$ cat config.mk
export PLATFORM = sky130hd
export DESIGN_NAME = dbus_arbiter
export DESIGN_NICKNAME = d
export VERILOG_FILES = /design/src/rtl/dbus_arbiter.sv
export SDC_FILE = /design/constraint.sdc
export NUM_CORES = 1
export LEC_CHECK = 0
export CAP_MARGIN = 0
export CORE_AREA = 2 2 202 204
export DETAILED_ROUTE_END_ITERATION = 10
export DIE_AREA = 0 0 204 206
export DONT_BUFFER_PORTS = 1
export GPL_TIMING_DRIVEN = 0
export SYNTH_ARGS = -nofsm -noshare
export SYNTH_HDL_FRONTEND = slang
export SYNTH_SLANG_ARGS = --single-unit
$ cat constraint.sdc
create_clock -name clk -period 3.7 [get_ports clk]
set_input_delay 0.74 -clock clk [delete_from_list [all_inputs] [get_ports clk]]
set_output_delay 0.74 -clock clk [all_outputs]
set_load 0.01 [all_outputs]
$ cat src/rtl/dbus_arbiter.sv
// Two-requester data-bus arbiter: latches the winning request onto a shared bus and
// routes its response back. Define DBUS_ARB_ROUND_ROBIN_EN for round-robin tie-breaking.
package dbus_arbiter_pkg;
    typedef struct packed {
        logic        valid;
        logic [31:0] addr;
        logic [2:0]  size;
        logic [7:0]  strobe;
        logic [63:0] data;
    } dbus_req_t;

    typedef struct packed {
        logic        addr_ok;
        logic        data_ok;
        logic [63:0] data;
    } dbus_resp_t;
endpackage

module dbus_arbiter
    import dbus_arbiter_pkg::*;
(
    input  logic       clk,
    input  logic       rst,
    input  dbus_req_t  ireq0,
    output dbus_resp_t iresp0,
    input  dbus_req_t  ireq1,
    output dbus_resp_t iresp1,
    output dbus_req_t  oreq,
    input  dbus_resp_t oresp,
    output logic       busy,
    output logic       owner
);
    typedef enum logic [1:0] {
        ST_IDLE = 2'd0,
        ST_BUSY = 2'd1,
        ST_COOL = 2'd2
    } state_e;

    state_e    state_q;
    dbus_req_t oreq_q;
    logic      busy_q;
    logic      owner_q;
`ifdef DBUS_ARB_ROUND_ROBIN_EN
    logic      rr_ptr_q;
`endif

    logic      elig0;
    logic      elig1;
    logic      grant;
    logic      grant_idx_d;
    dbus_req_t grant_req_d;
    logic      done;

    // In COOL the owner that just finished is still holding its trailing valid; mask it.
    always_comb begin
        elig0 = ireq0.valid && !(state_q == ST_COOL && !owner_q);
        elig1 = ireq1.valid && !(state_q == ST_COOL &&  owner_q);
        grant = (state_q != ST_BUSY) && (elig0 || elig1);
`ifdef DBUS_ARB_ROUND_ROBIN_EN
        grant_idx_d = (elig0 && elig1) ? rr_ptr_q : elig1;
`else
        grant_idx_d = !elig0;
`endif
        grant_req_d = grant_idx_d ? ireq1 : ireq0;
        done        = (state_q == ST_BUSY) && oresp.addr_ok && oresp.data_ok;
    end

    always_ff @(posedge clk or posedge rst) begin
        if (rst) begin
            state_q  <= ST_IDLE;
            oreq_q   <= '0;
            busy_q   <= 1'b0;
            owner_q  <= 1'b0;
`ifdef DBUS_ARB_ROUND_ROBIN_EN
            rr_ptr_q <= 1'b0;
`endif
        end else begin
            unique case (state_q)
                ST_IDLE, ST_COOL: begin
                    if (grant) begin
                        oreq_q   <= grant_req_d;
                        owner_q  <= grant_idx_d;
                        busy_q   <= 1'b1;
                        state_q  <= ST_BUSY;
`ifdef DBUS_ARB_ROUND_ROBIN_EN
                        rr_ptr_q <= !grant_idx_d;
`endif
                    end else begin
                        state_q <= ST_IDLE;
                    end
                end
                ST_BUSY: begin
                    if (done) begin
                        oreq_q.valid <= 1'b0;
                        busy_q       <= 1'b0;
                        state_q      <= ST_COOL;
                    end
                end
                default: begin
                    oreq_q  <= '0;
                    busy_q  <= 1'b0;
                    state_q <= ST_IDLE;
                end
            endcase
        end
    end

    // Responses pass through unregistered, only to the current owner and only while BUSY.
    always_comb begin
        iresp0 = '0;
        iresp1 = '0;
        if (state_q == ST_BUSY) begin
            if (owner_q) iresp1 = oresp;
            else         iresp0 = oresp;
        end
    end

    assign oreq  = oreq_q;
    assign busy  = busy_q;
    assign owner = owner_q;

endmodule

==> qor.yml <==
status: "finished, final reports clean"
port_buffers: 0
grt.total_usage_pct: 10.7
gr-usage-met2_pct: 18.5
tightest_slew_ps: 790
clk_pin_slew_ps: 90
r2r_cells: 7
viasPerCell: 4.35
syn_area_sq_mm: 0.00607
firstDrtPassIters: 4
clkLatencyLatePin_ps: 380
hold_slack_ps: 245
routabilityCongestion: 0.882
yosys-top-cells-count: "112 x dfrtp_1, 108 x mux2i_1, 108 x o2bb2ai_1"
wl_per_cell_um: 21.8
wirelength_um: 24000
slew_headroom_pct: 47.3
cp.arrival_ps: 2400
grt_setup_unrepaired: "no"
initial_core_util_pct: 15.1
multi_input_area_sq_mm: 0.00299
min_path_type: "primary input to async pin"
ctsResizeCount: 0
remaining_drc_errors: 0
cts_tree: "yes"
setup_violations: 0
timing.final.crit_period_ps: 3140
yosysUniqueCellTypes: 26
core_sq_mm: 0.0402
die_h_um: 206
ys_ff_latch: 112
die-area_sq_mm: 0.0420
placed_area_sq_mm: 0.00677
timing.critical_path.mode_cell: "clkbuf_1"
drv_cap: 0
worst_slack_ps: 556
ys.flop_type: "dfrtp_1"
synth.most_common_cell: "dfrtp_1"
layout-drive-gt1-share_pct: 7.51
syn_to_final_growth_pct: 16.7
cts_setup_buffers: 0
p_leak_nw: 3.17
fin_util_pct: 17.6
syn-num-nets: 826
max_freq_mhz: 318
ir_worst_vdd_mv: 0.290
synth_edf_count: 0
cts_root_buf: "clkbuf_16"
clockBufferDepth: 2
finalInstanceArea_sq_mm: 0.00708
nFillCells: 4444
path_class: "register to primary output"
seq_area_sq_mm: 0.00280
ant_nets: 0
route.vias.total: 4788
top_usage_layer: "met2"
cts_buffers: 9
synthTopCellsByArea: "dfrtp_1 46%, mux2i_1 18%, o2bb2ai_1 16%, and2_1 6.8%, and3_1 6.8%"
fin_crit_sh_pct: 85.0
yosysSeqAreaShare_pct: 46.2
critPathTopFamily: "buffers and inverters"
synth_area_leader_cell: "dfrtp_1"
synth_area_per_cell_sq_um: 11.2
antenna_found_initial: 6
met1_usage_pct: 11.6
hold_viol: 0
grt_overflow: 0
slew_viol_final: 0
cp-start-kind: "register"
finalSetupTns_ps: 0
placementRows: 74
powerDensity_mw_per_mm2: 816
r2r-start: "owner"
r2r_setup_slack_ps: 1060
htreeDepth: 3
yosys_warnings: 0
reg2reg_to: "oreq[14]"
dpl.hpwl_um: 19700
syn_inst: 542
ios: 526
netlist.area_leader.share_pct: 46.2
drt-initial-drc-count: 206
worstPathCellList: "nand2b_1 > nor2_1 > clkbuf_1 > clkbuf_1 > and2_1"
dpl_worst_slack_ps: 880
die-width_um: 204
cts-hold-fix-buffers: 0
crit_slowest_cell: "clkbuf_1"
cpPeakStageDelay_ps: 480
gr-usage-met3_pct: 3.15
clock-sinks: 112
ys_async_sr_fraction_pct: 100
worst-endpoint-required_ps: 2960
cp-end-kind: "primary output"
crit_buf_inv: 2
cp_max_fo: 10
nets: 838
finClkSkew_ps: 8.70
grt_max_degree: 58
grt_pass1_wl_um: 31600
grt_pass1_vias: 4688
registers in the layout (all words and copies together) (netlist names):
register	cells
oreq	108
state_q	2
busy	1
owner	1
final cells by class:
cell class	instances	area share (%)
sequential	112	39.6
tap	532	9.40
clock buffer	10	3.23
timing repair buffer	1	0.389
antenna	9	0.318
clock inverter	6	0.883
buffer	58	3.87
multi-input combinational	370	42.2
inverter	2	0.177
placed cells by master, fill, tap and decap left out, types with 5 or more instances in the layout:
cell,netlist,layout
buf_1,5,5
and2_1,66,66
clkbuf_16,0,9
and3_1,66,66
buf_2,15,15
o2bb2ai_1,108,108
diode_2,0,9
dfrtp_1,112,112
mux2i_1,108,108
clkbuf_1,31,32
metrics by stage:
step	total power, W	std cells
after floorplan	0.00404	542
after global placement	0.00481	1074
after detailed placement	0.00486	1075
after CTS	0.00589	1091
after global routing	0.00618	1099
final	0.00578	1100
power by group:
part           switching, W  internal (W)
Combinational       0.00153      0.000812
Clock              0.000514      0.000476
Sequential         0.000692       0.00176
Total               0.00273       0.00305
cell families (layout without fill, tap and decap cells):
kind of cell	after synthesis	in the layout	share of synthesized area [%]
flops	112	112	46.2
simple gates	145	145	14.8
other cells	0	9	0
mux	108	108	17.8
buf+inv	60	77	4.64
compound gates	117	117	16.6
how the worst max path moves through the flow:
stage	from	to	slack, ps	cells past startpoint
after floorplan	rst	busy	1	1
after global placement	rst	owner	-1320	1
after detailed placement	ireq0[107]	oreq[14]	880	6
after CTS	state_q[1]	iresp0[58]	540	5
after global routing	state_q[0]	iresp0[59]	400	6
final	state_q[1]	iresp0[58]	560	5
per-layer routing:
layer	wire length, um	up-vias	part of all wire (%)
met4	1040	2	4.3
met2	12100	360	51
li1	-	2035	-
met1	8970	2355	37
met5	13	-	0.054
met3	1790	36	7.5
Note: power is estimated with default switching activity, not from simulation.
